--- src/rtl/ahbl_to_apb.sv ---
// ---------------------------------------------------------------------------
// ahbl_to_apb
//   AHB-Lite slave to APB master bridge with a single outstanding transfer.
//   An accepted AHB address phase becomes an APB SETUP/ACCESS sequence. The
//   AHB data phase is stalled until the APB completer answers. Read data and
//   the two-cycle AHB ERROR response are then returned to the master.
//
// Ports
//   clk, rst            clock (rising edge) and async active-high reset
//   ahbls_hready        global AHB hready, qualifies the address phase
//   ahbls_hready_resp   this slave's hready (low = data phase stalled)
//   ahbls_hresp         1 = ERROR response
//   ahbls_haddr/hwrite/htrans/hsize   address phase controls (hsize ignored)
//   ahbls_hwdata        write data, valid during the data phase
//   ahbls_hrdata        registered read data
//   apbm_paddr/psel/penable/pwrite/pwdata   registered APB requester outputs
//   apbm_pready/prdata/pslverr              APB completer response
// ---------------------------------------------------------------------------
module ahbl_to_apb #(
  parameter int W_HADDR = 32,
  parameter int W_PADDR = 16,
  parameter int W_DATA  = 32
) (
  input  logic               clk,
  input  logic               rst,
  // AHB-Lite slave side
  input  logic               ahbls_hready,
  output logic               ahbls_hready_resp,
  output logic               ahbls_hresp,
  input  logic [W_HADDR-1:0] ahbls_haddr,
  input  logic               ahbls_hwrite,
  input  logic [1:0]         ahbls_htrans,
  input  logic [2:0]         ahbls_hsize,
  input  logic [W_DATA-1:0]  ahbls_hwdata,
  output logic [W_DATA-1:0]  ahbls_hrdata,
  // APB requester side
  output logic [W_PADDR-1:0] apbm_paddr,
  output logic               apbm_psel,
  output logic               apbm_penable,
  output logic               apbm_pwrite,
  output logic [W_DATA-1:0]  apbm_pwdata,
  input  logic               apbm_pready,
  input  logic [W_DATA-1:0]  apbm_prdata,
  input  logic               apbm_pslverr
);

  typedef enum logic [2:0] {
    S_IDLE,
    S_WDATA,
    S_SETUP,
    S_ACCESS,
    S_ERR0,
    S_ERR1
  } state_t;

  state_t              state_q;
  logic                hready_resp_q;
  logic                hresp_q;
  logic                psel_q;
  logic                penable_q;
  logic                pwrite_q;
  logic [W_PADDR-1:0]  paddr_q;
  logic [W_DATA-1:0]   pwdata_q;
  logic [W_DATA-1:0]   hrdata_q;
  logic                accept;

  // Transfer size is irrelevant (all accesses are full-word) and the upper
  // address bits are outside the APB window; fold them into a sink.
  logic unused_ok;
  assign unused_ok = ^{ahbls_hsize, ahbls_haddr[W_HADDR-1:W_PADDR]};

  // A new address is only taken in the two states that present hready_resp=1,
  // so at most one APB transfer is ever in flight.
  assign accept = ahbls_hready & ahbls_htrans[1] &
                  ((state_q == S_IDLE) | (state_q == S_ERR1));

  // NOTE: every register below, the wide datapath ones included, is reset.
  // The outputs are defined from the instant rst asserts, and the bus-facing
  // data registers read as zero until the first transfer loads them.
  always_ff @(posedge clk or posedge rst) begin
    if (rst) begin
      state_q       <= S_IDLE;
      hready_resp_q <= 1'b1;
      hresp_q       <= 1'b0;
      psel_q        <= 1'b0;
      penable_q     <= 1'b0;
      pwrite_q      <= 1'b0;
      paddr_q       <= '0;
      pwdata_q      <= '0;
      hrdata_q      <= '0;
    end else begin
      // NOTE: non-blocking assignments throughout. Each branch reads the
      // pre-edge state, so the order of the statements does not matter.
      case (state_q)
        S_IDLE, S_ERR1: begin
          hresp_q <= 1'b0;
          if (accept) begin
            paddr_q       <= ahbls_haddr[W_PADDR-1:0];
            pwrite_q      <= ahbls_hwrite;
            hready_resp_q <= 1'b0;
            if (ahbls_hwrite) begin
              // Write data only arrives in the next (data phase) cycle.
              state_q <= S_WDATA;
            end else begin
              state_q <= S_SETUP;
              psel_q  <= 1'b1;
            end
          end else begin
            state_q       <= S_IDLE;
            hready_resp_q <= 1'b1;
          end
        end

        S_WDATA: begin
          pwdata_q <= ahbls_hwdata;
          psel_q   <= 1'b1;
          state_q  <= S_SETUP;
        end

        S_SETUP: begin
          penable_q <= 1'b1;
          state_q   <= S_ACCESS;
        end

        S_ACCESS: begin
          if (apbm_pready) begin
            psel_q    <= 1'b0;
            penable_q <= 1'b0;
            if (apbm_pslverr) begin
              // Hold hready_resp low for the first error cycle.
              hresp_q <= 1'b1;
              state_q <= S_ERR0;
            end else begin
              if (!pwrite_q) begin
                hrdata_q <= apbm_prdata;
              end
              hready_resp_q <= 1'b1;
              state_q       <= S_IDLE;
            end
          end
        end

        S_ERR0: begin
          hready_resp_q <= 1'b1;
          state_q       <= S_ERR1;
        end

        default: begin
          state_q       <= S_IDLE;
          hready_resp_q <= 1'b1;
          hresp_q       <= 1'b0;
          psel_q        <= 1'b0;
          penable_q     <= 1'b0;
        end
      endcase
    end
  end

  assign ahbls_hready_resp = hready_resp_q;
  assign ahbls_hresp       = hresp_q;
  assign ahbls_hrdata      = hrdata_q;
  assign apbm_paddr        = paddr_q;
  assign apbm_psel         = psel_q;
  assign apbm_penable      = penable_q;
  assign apbm_pwrite       = pwrite_q;
  assign apbm_pwdata       = pwdata_q;

endmodule
--- config.mk ---
export PLATFORM = sky130hd
export DESIGN_NAME = ahbl_to_apb
export DESIGN_NICKNAME = d
export VERILOG_FILES = /design/src/rtl/ahbl_to_apb.sv
export SDC_FILE = /design/constraint.sdc
export NUM_CORES = 1
export LEC_CHECK = 0
export ABC_AREA = 0
export CORE_ASPECT_RATIO = 1.4
export CORE_MARGIN = 3
export CORE_UTILIZATION = 39
export DETAILED_ROUTE_END_ITERATION = 8
export PLACE_DENSITY = 0.82
export SLEW_MARGIN = 20
export SYNTH_ARGS = -nofsm -noshare
export SYNTH_HDL_FRONTEND = slang
export SYNTH_SLANG_ARGS = --single-unit
--- constraint.sdc ---
create_clock -name clk -period 4 [get_ports clk]
set_clock_uncertainty 0.2 [all_clocks]
set_input_delay 0.8 -clock clk [delete_from_list [all_inputs] [get_ports clk]]
set_output_delay 0.8 -clock clk [all_outputs]
set_load 0.005 [all_outputs]
### After elaboration in Yosys (flattened, before gate mapping)

Cells that the tools add are included.

| storage, ports and cells | value |
|---|---|
| flip-flop bits (word level) | 88 |
| input port bits | 107 |
| output and inout port bits | 85 |

| cells by class | value |
|---|---|
| equal/unequal tests | 10 |
| muxes and demuxes | 17 |
| bitwise logic cells | 9 |
| reduce and logical (&&, ||, !) cells | 12 |

Operator list:

| operator | count |
|---|---|
| $pmux W3 S5 | 1 |
| $ne A2 B2 Y1 const B | 5 |
| $mux W3 | 3 |
| $mux W1 | 8 |
| $reduce_and A4 Y1 | 2 |
| $eq A3 B2 Y1 const B | 2 |
| $eq A3 B3 Y1 const B | 2 |
| $not A1 Y1 | 6 |
| $pmux W1 S3 | 2 |
| $reduce_and A3 Y1 | 2 |
| $reduce_or A2 Y1 | 3 |
| $pmux W1 S4 | 1 |
| $reduce_and A2 Y1 | 2 |
| $reduce_or A4 Y1 | 1 |
| $eq A3 B1 Y1 const B | 1 |
| $logic_not A3 Y1 | 1 |
| $reduce_or A3 Y1 | 1 |
| $and A1 B1 Y1 | 2 |
| $mux W2 | 1 |
| $pmux W1 S2 | 1 |
| $or A1 B1 Y1 | 1 |

### Depth between registers and ports, before layout

| depth | value |
|---|---|
| word-level depth | 5 |
| depth in mapped cells | 6 |
| depth with buffers taken out | 3 |

### Least setup slack after synthesis

OpenSTA, ideal clock, no wires.

| timing | value |
|---|---|
| kind | input to register |
| from | input apbm_pslverr |
| to | register hrdata_q[0] (netlist: ahbls_hrdata[0]) |
| data arrival time | 1.870 ns |
| setup slack | 1.805 ns |
| cell stages on the path | 4 |
| buffers on the path | 2 |
| path through | or4_4 -> buf_6 -> buf_12 -> mux2_4 |

| between the ends | value |
|---|---|
| longest elaborated chain between the ends | 2 |

RTL lines:

| what | line | source |
|---|---|---|
| start: declaration | 44 | `input logic apbm_pslverr` |
| $not A1 Y1 (no source line) | - |  |
| $reduce_and A4 Y1 (no source line) | - |  |
| end signal: assignment | 135 | `hrdata_q <= apbm_prdata;` |
| end: declaration | 64 | `logic [W_DATA-1:0] hrdata_q;` |

No other way between the ends.
A chain may end at the register's enable or synchronous reset.

### Worst setup path in the final report

| timing | value |
|---|---|
| from | input apbm_pready |
| to | register hrdata_q[4] (netlist: ahbls_hrdata[4]) |

| between the ends | value |
|---|---|
| longest elaborated chain between the ends | 1 |

RTL lines:

| what | line | source |
|---|---|---|
| start: declaration | 42 | `input logic apbm_pready,` |
| $reduce_and A4 Y1 (no source line) | - |  |

No other way between the ends.

==> results.cfg <==
[synth]
yosysWarnings = 0
synth-seq-cells = 88
async_flop_share_pct = 100
ys_seq_area_share_pct = 61.7
yosys_most_used_dff = dfrtp_1
synth_cell_types = 29
synth.avg_cell_area_um2 = 16.6
synth_cells = 215
synth_nets = 322
synthesis.area_mm2 = 0.00357
synth_edf_count = 0

[placement]
io_buffers = 171
place_hpwl_um = 6160
place_ws_ns = 1.00
gp_congestion = 0.688

[drt]
drt_wl_total_um = 8340
drcViolationCount = 0
drt_iter0_drc = 41
wire_per_inst_um = 16.7
vias = 2390
final_antenna_net_count = 0
via_per_inst = 4.80
drt_first_pass_iters = 2

[power_and_ir_drop]
p_sw_share_pct = 25.4
netSwitchingPower_mw = 1.10
seqPwrFrac_pct = 37.1
ir_drop_mv = 0.420
fin_total_pwr_mw = 4.33
p_leak_nw = 2.46
p_int_mw = 3.23
pwr-share-clk_pct = 20.0
power_frac_comb_pct = 42.9
p_per_area_mw_per_mm2 = 766

[die]
rows = 40
die_w_um = 86.9
die_area_mm2 = 0.0104
dieHeight_um = 119
coreArea_mm2 = 0.00876
io_pins = 192
initial_core_util_pct = 40.8

[setup_path]
path_class = primary input to register
endpoint_kind = register
crit_chain = clkdlybuf4s50_1 > nand3_4 > or4_4 > mux2_4
r2r_slack_ns = 1.70
critPathTopFamily = simple AND/OR/NAND/NOR gates
slowest_stage = or4_4
worst_path_largest_cell_delay_ns = 0.73
worst_setup_path_start_kind = primary input
crit_required_ns = 4.01
critPathMaxFanout = 32
critPathBufInv = 1
arrival_ns = 2.66

[global_route]
grt_antenna_before_repair = 0
grt_use_met2_pct = 28.1
grt_pass1_wl_um = 13200
met1_usage_pct = 18.0
overflow = 0
top_usage_layer = met2
grt_max_degree = 89
grt.total_usage_pct = 16.4
grtUsageMet3_pct = 6.51
grt_pass1_vias = 2604

[cells_and_area]
final_common_cell = clkdlybuf4s50_1
nFillCells = 635
drive_gt1_share_pct = 26.5
layout_common_cells = clkdlybuf4s50_1 (171), dfrtp_1 (87), mux2_2 (51), mux2_4 (30), clkbuf_16 (9)
syn_to_final_growth_pct = 58.1
diodes = 0
fin_util_pct = 64.5
nets = 495

[timing]
fmax_mhz = 377
slew_headroom_pct = 60.3
final_hold_viol_count = 0
drv_slew = 0
fin_hold_ws_ns = 0.303
finalSetupTns_ns = 0
finalWorstSetupSlack_ns = 1.34
setup_viol = 0
finalCriticalPeriod_ns = 2.66
tightest_slew_ns = 0.595
rsz0062_at_grt = false
fin_crit_sh_pct = 66.4

[clock_network]
post_cts_buffers = 0
numCtsBuffers = 9
cts_tree = done
cts-hold-fix-buffers = 0
h-tree-depth = 3
clk_latency_ns = 0.33
clock_path_buffers = 2
cts.sinks = 88
root_buffer = clkbuf_16
clkTransAtPathRegs_ns = 0.06
cts.repair.resized = 0

[hold_path]
hold_path.class = register to register

[run]
max_cap_violations = 0

[status]
status = complete, no violations
-- final timing paths --
path | from | end | cells past startpoint
setup / recovery | apbm_pready | ahbls_hrdata[4]$_DFFE_PP0P_ | 4
hold / removal | apbm_pwdata[23]$_DFFE_PP0P_ | apbm_pwdata[23]$_DFFE_PP0P_ | 1
setup reg to reg | state_q[2]$_DFFE_PP0P_ | apbm_paddr[7]$_DFFE_PP0P_ | 4
hold reg to reg | apbm_pwdata[23]$_DFFE_PP0P_ | apbm_pwdata[23]$_DFFE_PP0P_ | 1
max in group asynchronous | rst | ahbls_hready_resp$_DFFE_PP1P_ | 3
min in group asynchronous | rst | ahbls_hrdata[0]$_DFFE_PP0P_ | 3
-- flip-flops by register name, indices dropped and copies added, names as in the netlist --
name,flops
apbm_penable,1
apbm_pwrite,1
ahbls_hresp,1
apbm_paddr,16
ahbls_hready_resp,1
ahbls_hrdata,32
apbm_pwdata,32
apbm_psel,1
state_q,3
-- cell families (layout without fill, tap and decap cells) --
group,count (synthesis),count (layout),synth area share [%]
DFF,88,88,61.7
muxes,81,81,28.7
and+or+nand+nor,15,15,2.80
buffers and inverters,17,195,3.86
AOI/OAI and AO/OA,12,12,2.42
xor gates and xnor gates,2,2,0.491
-- synthesized netlist by cell type, types with 2 or more instances --
library cell / number / area share, %
mux2_4: 30 / 13
inv_1: 5 / 0.53
nor3_1: 2 / 0.28
a21oi_1: 3 / 0.42
o21ai_0: 2 / 0.28
nor2_1: 5 / 0.53
buf_2: 5 / 0.70
buf_12: 3 / 1.7
dfrtp_1: 87 / 61
mux2_2: 51 / 16
buf_6: 2 / 0.63
nand2_1: 2 / 0.21
a22o_1: 2 / 0.49
-- power groups by stage --
stage | clock (mW) | combinational [mW] | sequential [mW]
4_1_cts | 0.888 | 1.90 | 1.61
5_1_grt | 0.926 | 1.98 | 1.67
3_5_place_dp | 0 | 1.89 | 1.62
3_3_place_gp | 0 | 1.85 | 1.59
2_1_floorplan | 0 | 0.814 | 1.61
6_report | 0.864 | 1.86 | 1.61
-- metrics by stage --
stage                     area [um^2]  std cells
final                            5650        498
after global routing             5650        498
after CTS                        5650        498
after detailed placement         5340        482
after global placement           5340        482
after floorplan                  3570        215
-- worst register-to-register path: cells and delay by family, from the launching register on --
kind                   cells  cell delay (ns)
flip-flops                 1             0.64
XOR/XNOR                   1             0.15
multiplexers               1             0.36
buffers and inverters      1             0.32
AND/OR/NAND/NOR            1             0.52
-- cell type report --
cell class	count	area [um^2]	area share, %
flip-flops and latches	88	2200	39.0
repair buffers	174	1750	30.9
well taps	105	131	2.33
inverters	5	20.0	0.355
clock buffers	14	244	4.32
multi-input cells	110	1240	22.0
clock inverters	2	60.1	1.06
-- metal layers --
| layer | wire length, um | up-vias |
|---|---|---|
| met4 | 152 | 0 |
| met5 | 0 | - |
| met2 | 4420 | 99 |
| met1 | 3070 | 1174 |
| met3 | 698 | 13 |
| li1 | - | 1104 |
(Power assumes the default switching activity.)
